**src/rtl/interboard_tx.sv**
```systemverilog
// -----------------------------------------------------------------------------
// interboard_tx
//   Transmit stage of the interboard link. Game-master control messages are
//   buffered in a small FIFO, split into two 6-bit beats and moved to the peer
//   board with a four-phase Request_out / Ack_in handshake. A per-phase timeout
//   abandons the current message if the peer stops answering.
//
// Ports:
//   clk            in   system clock
//   rst            in   asynchronous active-low reset
//   ctrl_en        in   one-cycle enqueue strobe
//   ctrl_msg_type  in   [2:0] message type, sampled with ctrl_en
//   ctrl_number    in   [4:0] number payload, sampled with ctrl_en
//   Ack_in         in   peer acknowledge (asynchronous to clk)
//   inter_ready    out  FIFO not full (combinational from occupancy)
//   Request_out    out  request to the peer (registered)
//   inter_data_out out  [5:0] beat data to the peer (registered)
//   tx_busy        out  FSM active or FIFO holding messages (registered)
//   tx_drop        out  one-cycle pulse: strobe arrived while FIFO full
//   tx_timeout     out  sticky timeout flag, cleared only by reset
// -----------------------------------------------------------------------------
module interboard_tx #(
    parameter int FIFO_DEPTH     = 4,
    parameter int SETUP_CYCLES   = 2,
    parameter int TIMEOUT_CYCLES = 1000000
) (
    input  logic       clk,
    input  logic       rst,
    input  logic       ctrl_en,
    input  logic [2:0] ctrl_msg_type,
    input  logic [4:0] ctrl_number,
    input  logic       Ack_in,
    output logic       inter_ready,
    output logic       Request_out,
    output logic [5:0] inter_data_out,
    output logic       tx_busy,
    output logic       tx_drop,
    output logic       tx_timeout
);

    localparam int AW = $clog2(FIFO_DEPTH);
    localparam int CW = $clog2(SETUP_CYCLES + 1);
    localparam int TW = $clog2(TIMEOUT_CYCLES + 1);

    localparam logic [AW:0]   CNT_ZERO   = {(AW+1){1'b0}};
    localparam logic [AW:0]   CNT_ONE    = {{AW{1'b0}}, 1'b1};
    localparam logic [AW:0]   CNT_FULL   = (AW+1)'(FIFO_DEPTH);
    localparam logic [AW-1:0] PTR_ZERO   = {AW{1'b0}};
    localparam logic [AW-1:0] PTR_ONE    = {{(AW-1){1'b0}}, 1'b1};
    localparam logic [CW-1:0] SETUP_ZERO = {CW{1'b0}};
    localparam logic [CW-1:0] SETUP_ONE  = {{(CW-1){1'b0}}, 1'b1};
    localparam logic [CW-1:0] SETUP_LAST = CW'(SETUP_CYCLES - 1);
    localparam logic [TW-1:0] TOUT_ZERO  = {TW{1'b0}};
    localparam logic [TW-1:0] TOUT_ONE   = {{(TW-1){1'b0}}, 1'b1};
    localparam logic [TW-1:0] TOUT_LAST  = TW'(TIMEOUT_CYCLES - 1);

    typedef enum logic [2:0] {
        ST_IDLE    = 3'd0,
        ST_SETUP   = 3'd1,
        ST_REQ_HI  = 3'd2,
        ST_REQ_LO  = 3'd3,
        ST_RECOVER = 3'd4
    } state_t;

    // First beat carries the type; bit 5 low marks it as the leading beat.
    function automatic logic [5:0] enc_beat0(input logic [2:0] msg_type);
        return {3'b000, msg_type};
    endfunction

    // Second beat carries the number; bit 5 high marks it as the trailing beat.
    function automatic logic [5:0] enc_beat1(input logic [4:0] number);
        return {1'b1, number};
    endfunction

    state_t          state_r;
    state_t          state_s;

    logic [7:0]      mem_r [FIFO_DEPTH];
    logic [AW-1:0]   wr_ptr_r;
    logic [AW-1:0]   rd_ptr_r;
    logic [AW:0]     count_r;
    logic [AW:0]     count_nxt_s;
    logic            full_s;
    logic            empty_s;
    logic            push_s;
    logic            pop_s;
    logic [7:0]      head_s;

    logic            ack_meta_r;
    logic            ack_sync_r;

    logic [4:0]      num_r;
    logic            beat_r;
    logic [CW-1:0]   setup_cnt_r;
    logic [TW-1:0]   tout_cnt_r;
    logic            request_r;
    logic [5:0]      data_r;
    logic            busy_r;
    logic            drop_r;
    logic            timeout_r;

    logic [4:0]      num_nxt_s;
    logic            beat_nxt_s;
    logic [CW-1:0]   setup_nxt_s;
    logic [TW-1:0]   tout_nxt_s;
    logic            req_nxt_s;
    logic [5:0]      data_nxt_s;
    logic            tmo_nxt_s;

    // Fullness is judged on the pre-edge count, so a same-cycle pop never
    // rescues a strobe that arrives while full.
    assign full_s  = (count_r == CNT_FULL);
    assign empty_s = (count_r == CNT_ZERO);
    assign push_s  = ctrl_en && !full_s;
    assign pop_s   = (state_r == ST_IDLE) && !empty_s;
    assign head_s  = mem_r[rd_ptr_r];

    assign inter_ready    = !full_s;
    assign Request_out    = request_r;
    assign inter_data_out = data_r;
    assign tx_busy        = busy_r;
    assign tx_drop        = drop_r;
    assign tx_timeout     = timeout_r;

    // Occupancy after this edge, used for the count register and tx_busy.
    always_comb begin
        count_nxt_s = count_r;
        if (push_s && !pop_s) begin
            count_nxt_s = count_r + CNT_ONE;
        end else if (pop_s && !push_s) begin
            count_nxt_s = count_r - CNT_ONE;
        end else begin
            count_nxt_s = count_r;
        end
    end

    // FIFO storage and pointers; power-of-two depth gives natural wrap.
    always_ff @(posedge clk or negedge rst) begin
        if (!rst) begin
            for (int i = 0; i < FIFO_DEPTH; i++) begin
                mem_r[i] <= 8'h00;
            end
            wr_ptr_r <= PTR_ZERO;
            rd_ptr_r <= PTR_ZERO;
            count_r  <= CNT_ZERO;
        end else begin
            if (push_s) begin
                mem_r[wr_ptr_r] <= {ctrl_msg_type, ctrl_number};
                wr_ptr_r        <= wr_ptr_r + PTR_ONE;
            end
            if (pop_s) begin
                rd_ptr_r <= rd_ptr_r + PTR_ONE;
            end
            count_r <= count_nxt_s;
        end
    end

    // Two-flop synchroniser for the asynchronous peer acknowledge.
    always_ff @(posedge clk or negedge rst) begin
        if (!rst) begin
            ack_meta_r <= 1'b0;
            ack_sync_r <= 1'b0;
        end else begin
            ack_meta_r <= Ack_in;
            ack_sync_r <= ack_meta_r;
        end
    end

    // FSM state register.
    always_ff @(posedge clk or negedge rst) begin
        if (!rst) begin
            state_r <= ST_IDLE;
        end else begin
            state_r <= state_s;
        end
    end

    // FSM next-state logic.
    always_comb begin
        state_s = state_r;
        case (state_r)
            ST_IDLE: begin
                if (!empty_s) state_s = ST_SETUP;
                else          state_s = ST_IDLE;
            end
            ST_SETUP: begin
                if (setup_cnt_r == SETUP_LAST) state_s = ST_REQ_HI;
                else                           state_s = ST_SETUP;
            end
            ST_REQ_HI: begin
                if (ack_sync_r)                    state_s = ST_REQ_LO;
                else if (tout_cnt_r == TOUT_LAST)  state_s = ST_RECOVER;
                else                               state_s = ST_REQ_HI;
            end
            ST_REQ_LO: begin
                if (!ack_sync_r)                   state_s = beat_r ? ST_IDLE : ST_SETUP;
                else if (tout_cnt_r == TOUT_LAST)  state_s = ST_RECOVER;
                else                               state_s = ST_REQ_LO;
            end
            ST_RECOVER: begin
                if (!ack_sync_r) state_s = ST_IDLE;
                else             state_s = ST_RECOVER;
            end
            default: state_s = ST_IDLE;
        endcase
    end

    // FSM output logic: next values of the registered handshake datapath.
    always_comb begin
        num_nxt_s   = num_r;
        beat_nxt_s  = beat_r;
        setup_nxt_s = setup_cnt_r;
        tout_nxt_s  = tout_cnt_r;
        req_nxt_s   = request_r;
        data_nxt_s  = data_r;
        tmo_nxt_s   = timeout_r;
        case (state_r)
            ST_IDLE: begin
                if (pop_s) begin
                    num_nxt_s   = head_s[4:0];
                    data_nxt_s  = enc_beat0(head_s[7:5]);
                    beat_nxt_s  = 1'b0;
                    setup_nxt_s = SETUP_ZERO;
                end else begin
                    num_nxt_s   = num_r;
                end
            end
            ST_SETUP: begin
                if (setup_cnt_r == SETUP_LAST) begin
                    req_nxt_s  = 1'b1;
                    tout_nxt_s = TOUT_ZERO;
                end else begin
                    setup_nxt_s = setup_cnt_r + SETUP_ONE;
                end
            end
            ST_REQ_HI: begin
                if (ack_sync_r) begin
                    req_nxt_s  = 1'b0;
                    tout_nxt_s = TOUT_ZERO;
                end else if (tout_cnt_r == TOUT_LAST) begin
                    req_nxt_s = 1'b0;
                    tmo_nxt_s = 1'b1;
                end else begin
                    tout_nxt_s = tout_cnt_r + TOUT_ONE;
                end
            end
            ST_REQ_LO: begin
                if (!ack_sync_r) begin
                    // After the trailing beat the data lines simply hold.
                    if (!beat_r) begin
                        data_nxt_s  = enc_beat1(num_r);
                        beat_nxt_s  = 1'b1;
                        setup_nxt_s = SETUP_ZERO;
                    end else begin
                        data_nxt_s  = data_r;
                    end
                end else if (tout_cnt_r == TOUT_LAST) begin
                    req_nxt_s = 1'b0;
                    tmo_nxt_s = 1'b1;
                end else begin
                    tout_nxt_s = tout_cnt_r + TOUT_ONE;
                end
            end
            ST_RECOVER: begin
                req_nxt_s = 1'b0;
            end
            default: begin
                req_nxt_s = 1'b0;
            end
        endcase
    end

    // Registered handshake datapath and status outputs.
    always_ff @(posedge clk or negedge rst) begin
        if (!rst) begin
            num_r       <= 5'd0;
            beat_r      <= 1'b0;
            setup_cnt_r <= SETUP_ZERO;
            tout_cnt_r  <= TOUT_ZERO;
            request_r   <= 1'b0;
            data_r      <= 6'd0;
            busy_r      <= 1'b0;
            drop_r      <= 1'b0;
            timeout_r   <= 1'b0;
        end else begin
            num_r       <= num_nxt_s;
            beat_r      <= beat_nxt_s;
            setup_cnt_r <= setup_nxt_s;
            tout_cnt_r  <= tout_nxt_s;
            request_r   <= req_nxt_s;
            data_r      <= data_nxt_s;
            busy_r      <= (state_s != ST_IDLE) || (count_nxt_s != CNT_ZERO);
            drop_r      <= ctrl_en && full_s;
            timeout_r   <= tmo_nxt_s;
        end
    end

endmodule

```
**config.mk**
```make
export PLATFORM = sky130hd
export DESIGN_NAME = interboard_tx
export DESIGN_NICKNAME = d
export VERILOG_FILES = /design/src/rtl/interboard_tx.sv
export SDC_FILE = /design/constraint.sdc
export NUM_CORES = 1
export LEC_CHECK = 0
export BUFFER_PORTS_ARGS = -buffer_cell sky130_fd_sc_hd__buf_2
export CORE_ASPECT_RATIO = 0.8
export CORE_UTILIZATION = 40
export CTS_CLUSTER_SIZE = 10
export DETAILED_ROUTE_END_ITERATION = 10
export PLACE_DENSITY = 0.61
export SLEW_MARGIN = 20
export SYNTH_ARGS = -nofsm -noshare
export SYNTH_HDL_FRONTEND = slang
export SYNTH_SLANG_ARGS = --single-unit
```
**constraint.sdc**
```tcl
create_clock -name clk -period 2.3 [get_ports clk]
set_input_delay 0.46 -clock clk [delete_from_list [all_inputs] [get_ports clk]]
set_output_delay 0.46 -clock clk [all_outputs]
set_load 0.02 [all_outputs]
```
==> impl_metrics.toml, run 1 <==
[status]
outcome = "finished, violations left"
violations = "setup timing"

[logic_synthesis]
ys_types = 51
ys.flop_type = "dfrtp_1"
syn-instance-count = 328
synth_seq_area_share = 0.5231
async_reset_ff_frac = 1.000
syn-num-nets = 349
ys_warn_count = 0
synth_area_sq_um = 3923
synth_edf_count = 0
ys_seq_elements = 82
avgSynthCellArea_sq_um = 11.96

[worst_setup_path]
crit_family = "simple AND/OR/NAND/NOR gates"
slowest_stage = "or4_4"
cp_max_fo = 2
crit_arrival_ns = 2.64
start_kind = "flip-flop"
path_cells = "or4_4 > nor4_4 > nand3_1 > a41o_1 > or4_1 > or3_1"
worst_ep_required_time_ns = 2.51
critical_path_buf_inv_count = 0
critPathCaptureType = "flip-flop"
slowest_delay_ns = 0.55
path_class = "flip-flop to flip-flop"

[sta]
rsz0062_at_grt = "yes"
fmaxAchievable_ghz = 0.4112
fin_skew_ns = 0.006912
drv_slew = 0
layout_worst_path_cycle_share = 1.057
slew_headroom = 0.6534
tns_ns = -0.1319
tightestPinTransition_ns = 0.5188
fin_crit_ns = 2.432
timing.final.ws_setup_ns = -0.1319
whs_ns = 0.06135
hold_violations = 0
setup_violations = 1

[floorplan]
fp.dieArea_sq_um = 10210
initial_core_util = 0.4231
die_x_um = 112.7
core_sq_um = 9270
die_h_um = 90.57
ios = 23
fp-row-count = 31

[placed_design]
finalWeightedCongestion = 0.7898
placement.cell_area_sq_um = 4484
place_ws_ns = -0.2483
dp_hpwl_um = 5881
io_buffers = 22

[route]
via_per_inst = 5.357
drtAntennaViolNets = 0
drc = 0
drt_iter0_drc = 104
firstDrtPassIters = 4
routed_wl_um = 8257
num_vias = 2759
routedWlPerCell_um = 16.03

[finish]
num-nets-final = 416
area_growth_pct = 24.82
finalInstanceArea_sq_um = 4896
drive_gt1_frac = 0.3775
antenna_cells = 0
fill_cells = 829
final_core_util = 0.5281

[cts]
numCtsBuffers = 9
cts_tree = "done"
clock-sinks = 82
clkTransAtPathRegs_ns = 0.06
clock_latency_ns = 0.33
clk_path_buf_depth = 2
htree_levels = 3
cts_root_buf = "clkbuf_16"

[global_routing]
grt_pass1_wl_um = 14170
use_met2 = 0.2639
grt_start_max_net_pins = 35
grt_use_total = 0.1794
overflow = 0
met3_usage = 0.03423
grt_use_met1 = 0.2648
grt_pass1_vias = 2825
antenna_found_initial = 0
busiest_layer = "met1"

[power_and_ir_drop]
power.leakage_nw = 2.235
p_clk_frac = 0.252
ir_drop_v = 0.0005059
power_frac_seq = 0.359
p_comb_frac = 0.389
power_density_nw_per_um2 = 1324
switching_share = 0.3246
p_int_mw = 4.377
p_switching_mw = 2.103

[worst_hold_path]
min_path_type = "input port to async pin"

[flow_run]
cap_violations = 0
==> logic make-up after synthesis <==
group | Yosys count | synth area share
xor+xnor | 18 | 0.04019
buf+inv | 23 | 0.02201
mux | 50 | 0.1649
flops | 82 | 0.5231
compound gates | 47 | 0.07943
fa+ha+maj | 10 | 0.03126
simple gates | 98 | 0.1391
==> power by group through the flow <==
stage	Clock (mW)	Sequential, mW	Combinational, mW
after floorplan	0	2.31	1.67
after global placement	0	2.31	2.41
after detailed placement	0	2.35	2.46
after CTS	1.67	2.33	2.51
after global routing	1.72	2.40	2.78
final	1.63	2.33	2.52
==> worst paths after layout <==
check                                from             end  slack [ns]  cells after the start
setup / recovery           tout_cnt_r[10]         tx_busy       -0.13                      6
hold / removal                        rst   tout_cnt_r[1]        0.06                      1
setup reg to reg           tout_cnt_r[10]         tx_busy       -0.13                      6
hold reg to reg                ack_meta_r      ack_sync_r        0.35                      0
max in group asynchronous             rst  tout_cnt_r[15]        1.62                      2
min in group clk                   Ack_in      ack_meta_r        0.24                      1
==> cell usage after synthesis (3+ instances only) <==
cell / number / area, sq um
nor2b_1: 4 / 25.02
nand2b_1: 5 / 31.28
nand3_1: 8 / 40.04
clkbuf_1: 14 / 52.55
ha_1: 9 / 112.6
or3_1: 3 / 18.77
and3_1: 5 / 31.28
o21ai_0: 10 / 50.05
dfrtp_1: 82 / 2052
inv_1: 8 / 30.03
nand2_1: 20 / 75.07
nand4_1: 8 / 50.05
a21oi_1: 14 / 70.07
or2_2: 3 / 18.77
mux2i_1: 5 / 50.05
xor2_1: 9 / 78.83
nor3_1: 4 / 20.02
a21o_1: 3 / 22.52
nor2_1: 21 / 78.83
and4_1: 4 / 35.03
mux2_2: 37 / 416.7
mux4_2: 8 / 180.2
xnor2_1: 9 / 78.83
==> per-stage QoR <==
stage / std cells / total power [mW]
after floorplan: 328 / 3.974
after global placement: 496 / 4.719
after detailed placement: 496 / 4.807
after CTS: 515 / 6.504
after global routing: 515 / 6.901
final: 515 / 6.480
==> routing by layer <==
layer  part of all wire  up-vias
li1                   -     1317
met1               0.50     1392
met2               0.46       43
met3              0.028        7
met4              0.013        0
met5                  0        -
==> flip-flops by register name, summed over array words and instances, names as in the netlist, 2 cells and up <==
name            count
count_r             3
inter_data_out      6
mem_r              32
num_r               5
rd_ptr_r            2
setup_cnt_r         2
state_r             3
tout_cnt_r         20
wr_ptr_r            2
==> layout make-up <==
class | count | area [sq um] | share of cell area
clock buffers | 9 | 225.2 | 0.04600
clock inverters | 7 | 116.4 | 0.02377
inverters | 8 | 30.03 | 0.006133
multi-input cells | 223 | 1832 | 0.3741
flip-flops and latches | 82 | 2052 | 0.4191
well taps | 115 | 143.9 | 0.02939
repair buffers | 71 | 496.7 | 0.1015
==> placed cells by master, fill, tap and decap left out, types with 9 or more instances in the layout <==
cell type	netlist	routed
buf_4	0	48
buf_2	0	21
clkbuf_16	0	9
nand2_1	20	20
xor2_1	9	9
nor2_1	21	21
mux2_2	37	37
a21oi_1	14	13
dfrtp_1	82	82
o21ai_0	10	9
==> repair_timing <==
item	4_1_cts	5_1_grt
hold buffers	0	0
gates resized for setup	6	7
pin swaps	5	1
setup endpoints to repair	11	2
setup buffers	4	0
Power figures use the tool's default switching activity.
==> run 2, diff against run 1 <==
--- a/config.mk
+++ b/config.mk
@@ -10,6 +10,7 @@
 export CORE_UTILIZATION = 40
 export CTS_CLUSTER_SIZE = 10
 export DETAILED_ROUTE_END_ITERATION = 10
+export HOLD_SLACK_MARGIN = 0.02
 export PLACE_DENSITY = 0.61
 export SLEW_MARGIN = 20
 export SYNTH_ARGS = -nofsm -noshare
==> constraint.sdc (replaced) <==
create_clock -name clk -period 2.3 [get_ports clk]
set_input_delay 0 -clock clk [delete_from_list [all_inputs] [get_ports clk]]
set_output_delay 0 -clock clk [all_outputs]
set_load 0.02 [all_outputs]
==> run 2 against run 1 <==
- clock power about the same
- sequential share of layout area decreased by 0.52 points
- critical path depth increased by 2
- flip-flop and latch count unchanged
- global-route usage increased by 0.27 points
- die area unchanged
- combinational power about the same
- worst setup slack got worse by 0.081 ns
- final cell count increased by 1.4%
- clock skew decreased by 0.0015 ns
- largest power group unchanged
- wire length increased by 1.0%
- register-to-register slack got worse by 0.08 ns
- the run still ends with setup timing left
==> impl_metrics.toml, run 2 (same netlist as run 1, synthesis figures left out) <==
[cts]
clkTransAtPathRegs_ns = 0.06
htree_levels = 3
numCtsBuffers = 9
clock-sinks = 82
clk_path_buf_depth = 2
cts_tree = "done"
clock_latency_ns = 0.32
cts_root_buf = "clkbuf_16"

[finish]
final_cell_mix = "82 x dfrtp_1, 46 x buf_4, 37 x mux2_2"
final_common_cell = "dfrtp_1"
drive_gt1_frac = 0.3514
antenna_cells = 0
num-nets-final = 424
fill_cells = 798
finalNonFillerCells = 522
top_register = "mem_r"
largest_register_ffs = 32
finalInstanceArea_sq_um = 4957
area_growth_pct = 26.38

[power_and_ir_drop]
power.leakage_nw = 2.246
power_density_nw_per_um2 = 1308
ir_drop_v = 0.0005098

[sta]
setup_violations = 1
fmaxAchievable_ghz = 0.3979
timing.final.ws_setup_ns = -0.2131
fin_crit_ns = 2.513
slew_headroom = 0.5539
drv_slew = 0
layout_worst_path_cycle_share = 1.093
fin_skew_ns = 0.005391
tightestPinTransition_ns = 0.6692
rsz0062_at_grt = "yes"
hold_violations = 0
tns_ns = -0.2131

[route]
drc = 0
routedWlPerCell_um = 15.98
routed_wl_um = 8341
drtAntennaViolNets = 0
num_vias = 2763
drt_iter0_drc = 136
via_per_inst = 5.293
firstDrtPassIters = 4

[floorplan]
die_x_um = 112.7
core_sq_um = 9270
fp.dieArea_sq_um = 10210
fp-row-count = 31
ios = 23
die_h_um = 90.57
initial_core_util = 0.4231

[worst_setup_path]
worst_ep_required_time_ns = 2.50
cp_max_fo = 6
critPathCaptureType = "flip-flop"
crit_arrival_ns = 2.71
start_kind = "flip-flop"
path_class = "flip-flop to flip-flop"

[placed_design]
finalWeightedCongestion = 0.7824
dp_hpwl_um = 5774
io_buffers = 22
place_ws_ns = -0.2586
place_inst = 494
placement.cell_area_sq_um = 4469

[status]
outcome = "finished, violations left"
violations = "setup timing"

[global_routing]
grt_use_total = 0.1821
grt_pass1_vias = 2859
grt_pass1_wl_um = 14520
overflow = 0
antenna_found_initial = 0
grt_start_max_net_pins = 52

[worst_hold_path]
min_path_type = "input port to async pin"

[flow_run]
cap_violations = 0
## run 2: path summary, 6_finish.rpt
check | startpoint | end | slack, ns | depth (start not counted)
min in group clk | Ack_in | ack_meta_r | 0.31 | 2
worst min-delay path | rst | tout_cnt_r[5] | 0.26 | 2
max in group asynchronous | rst | setup_cnt_r[1] | 1.44 | 3
worst min register to register | ack_meta_r | ack_sync_r | 0.35 | 0
worst max register to register | count_r[1] | tx_busy | -0.21 | 8
worst max-delay path | count_r[1] | tx_busy | -0.21 | 8
## run 2: critical path: stages (launching register included)
cell	delay, ns
dfrtp_1	0.38
inv_1	0.08
ha_2	0.18
nor2b_1	0.13
or4_4	0.47
mux2i_1	0.16
xor2_1	0.15
or4_1	0.46
or3_1	0.38
## run 2: what timing repair did
action / in CTS / in global routing
endpoints found under the hold margin: 84 / 0
hold buffers: 11 / 0
gates resized for setup: 6 / 3
pin swaps: 6 / 0
setup buffers: 1 / 1
endpoints found under the setup margin: 44 / 12
## run 2: layout make-up
class                      instances  area, sq um  area share
clock buffer                       9        225.2     0.04543
inverter                           8        30.03    0.006058
tap                              115        143.9     0.02903
multi-input combinational        223         1810      0.3652
clock inverter                     6        115.1     0.02322
timing repair buffer              79        580.6      0.1171
sequential                        82         2052      0.4139
## run 2: metal layers
metal / vias up / routed length, um / global-route usage
met5: - / 0 / 0
met2: 35 / 3818 / 0.2788
li1: 1336 / - / -
met1: 1388 / 4293 / 0.2671
met4: 0 / 56 / 0.03333
met3: 4 / 173 / 0.03893
## run 2: stage by stage
step | hold slack (ns) | power (mW) | util
after detailed placement | 0.08507 | 4.788 | 0.4821
final | 0.2571 | 6.484 | 0.5348
after global placement | 0.07828 | 4.690 | 0.4821
after global routing | 0.3231 | 6.892 | 0.5348
after CTS | 0.2842 | 6.507 | 0.5327
after floorplan | -0.2956 | 3.974 | -
## run 2: power by group
part	leakage [nW]	total [mW]	internal, mW	switching, mW
clock network	0.162	1.63	1.06	0.570
registers	1.02	2.34	1.99	0.351
logic	1.06	2.51	1.33	1.19
total	2.25	6.48	4.37	2.11
==> run 3, diff against run 2 <==
--- a/config.mk
+++ b/config.mk
@@ -5,7 +5,7 @@
 export SDC_FILE = /design/constraint.sdc
 export NUM_CORES = 1
 export LEC_CHECK = 0
-export BUFFER_PORTS_ARGS = -buffer_cell sky130_fd_sc_hd__buf_2
+export BUFFER_PORTS_ARGS = -buffer_cell sky130_fd_sc_hd__buf_4
 export CORE_ASPECT_RATIO = 0.8
 export CORE_UTILIZATION = 40
 export CTS_CLUSTER_SIZE = 10
@@ -16,3 +16,4 @@
 export SYNTH_ARGS = -nofsm -noshare
 export SYNTH_HDL_FRONTEND = slang
 export SYNTH_SLANG_ARGS = --single-unit
+export TNS_END_PERCENT = 1
==> run 3 against run 2 <==
- total power decreased by 1.3%
- sequential share of layout area decreased by 0.41 points
- flip-flop and latch count unchanged
- largest cell class unchanged
- clock power decreased by 6%
- critical path type unchanged
- worst setup slack improved by 0.067 ns
- critical endpoint unchanged
- hold slack got worse by 0.0057 ns
- utilization increased by 0.54 points
- combinational power about the same
- the flow still finishes with violations (setup timing)
==> impl_metrics.toml, run 3 (same netlist as run 1, synthesis figures left out) <==
[global_routing]
grt_pass1_vias = 2708
antenna_found_initial = 0
grt_start_max_net_pins = 52
grt_use_total = 0.1724
overflow = 0
grt_pass1_wl_um = 13590

[sta]
hold_violations = 0
tightestPinTransition_ns = 0.6795
fin_crit_ns = 2.446
fin_skew_ns = 0.005840
fmaxAchievable_ghz = 0.4088
slew_headroom = 0.5470
drv_slew = 0
rsz0062_at_grt = "yes"
setup_violations = 1
timing.final.ws_setup_ns = -0.1461
whs_ns = 0.2515
layout_worst_path_cycle_share = 1.064

[cts]
numCtsBuffers = 9
cts_root_buf = "clkbuf_16"
clock_latency_ns = 0.33
clk_path_buf_depth = 2
clock-sinks = 82
htree_levels = 3
cts_tree = "done"
clkTransAtPathRegs_ns = 0.06

[route]
drtAntennaViolNets = 0
drt_iter0_drc = 112
via_per_inst = 5.282
drc = 0
num_vias = 2768
routedWlPerCell_um = 15.10
firstDrtPassIters = 4
routed_wl_um = 7914

[floorplan]
die_h_um = 90.57
die_x_um = 112.7
fp-row-count = 31
core_sq_um = 9270
initial_core_util = 0.4231
ios = 23
fp.dieArea_sq_um = 10210

[worst_setup_path]
r2r_start = "tout_cnt_r[11]"
crit_family = "simple AND/OR/NAND/NOR gates"
slowest_stage = "or4b_4"
worstSetupStartpoint = "tout_cnt_r[11]"
path_cells = "or4b_4 > nor4_4 > buf_4 > buf_4 > and2_1 > nor4b_1 > a211o_1 > or3_1"
critical_path_buf_inv_count = 2
crit_arrival_ns = 2.66
rrSetupSlack_ns = -0.15
path_class = "flip-flop to flip-flop"
start_kind = "flip-flop"
worst_ep_required_time_ns = 2.51
slowest_delay_ns = 0.55
critPathCaptureType = "flip-flop"
path_common_cell = "buf_4"
cp_max_fo = 2

[placed_design]
finalWeightedCongestion = 0.7793
io_buffers = 22
place_ws_ns = -0.3127
dp_hpwl_um = 5594

[worst_hold_path]
min_path_type = "input port to async pin"

[power_and_ir_drop]
power_density_nw_per_um2 = 1278
ir_drop_v = 0.0004715
power.leakage_nw = 2.262

[finish]
largest_register_ffs = 32
antenna_cells = 0
fill_cells = 789
final_common_cell = "dfrtp_1"
num-nets-final = 425
regArea_sq_um = 2052
area_growth_pct = 27.66
top_register = "mem_r"
multi_input_area_sq_um = 1821
final_cell_mix = "82 x dfrtp_1, 68 x buf_4, 37 x mux2_2"
drive_gt1_frac = 0.3545

[status]
violations = "setup timing"
outcome = "finished, violations left"

[flow_run]
cap_violations = 0
-- run 3: report_power, final --
group | switching [mW] | internal, mW | leakage, nW | total (mW)
logic | 1.15 | 1.39 | 1.09 | 2.54
clock network | 0.554 | 0.976 | 0.156 | 1.53
registers | 0.337 | 1.99 | 1.02 | 2.33
total | 2.05 | 4.36 | 2.26 | 6.40
-- run 3: worst register-to-register path, stage by stage (launching register included) --
cell and delay (ns):
dfrtp_1 0.38, or4b_4 0.55, nor4_4 0.30, buf_4 0.18, buf_4 0.11, and2_1 0.14
nor4b_1 0.05, a211o_1 0.25, or3_1 0.38
-- run 3: area by class of cell --
type,count,area share
timing repair buffer,80,0.1279
multi-input combinational,223,0.3636
clock buffer,11,0.04848
tap,115,0.02874
inverter,8,0.005997
clock inverter,5,0.01549
sequential,82,0.4098
-- run 3: per-layer routing --
metal  track usage  vias to the layer above  routed length (um)
met3       0.04295                        5                 204
met5             0                        -                   0
li1              -                     1341                   -
met4       0.05667                        0                  83
met2        0.2521                       32                3431
met1        0.2495                     1390                4195
-- run 3: final timing paths --
path                                       to  cells past startpoint
worst max-delay path                  tx_busy                      8
worst min-delay path            tout_cnt_r[9]                      2
worst max register to register        tx_busy                      8
worst min register to register     ack_sync_r                      0
max in group asynchronous             tx_drop                      3
min in group clk                   ack_meta_r                      2
-- run 3: per-stage QoR --
step | cell area [sq um] | TNS [ns] | instances | utilization | power, mW
floorplan | 3928 | -0.1562 | 328 | - | 3.974
global placement | 4529 | -0.2036 | 495 | 0.4886 | 4.766
detailed placement | 4529 | -0.6229 | 495 | 0.4886 | 4.842
CTS | 5004 | -0.1581 | 525 | 0.5397 | 6.459
global route | 5007 | -0.2602 | 524 | 0.5402 | 6.830
finish | 5007 | -0.1461 | 524 | 0.5402 | 6.401
-- run 3: timing repair --
action / CTS / global route
hold endpoints to repair: 84 / 0
resized for setup: 8 / 3
setup endpoints to repair: 33 / 2
pin swaps: 6 / 6
setup buffers: 3 / 0
gates cloned: 0 / 0
hold buffers: 11 / 0
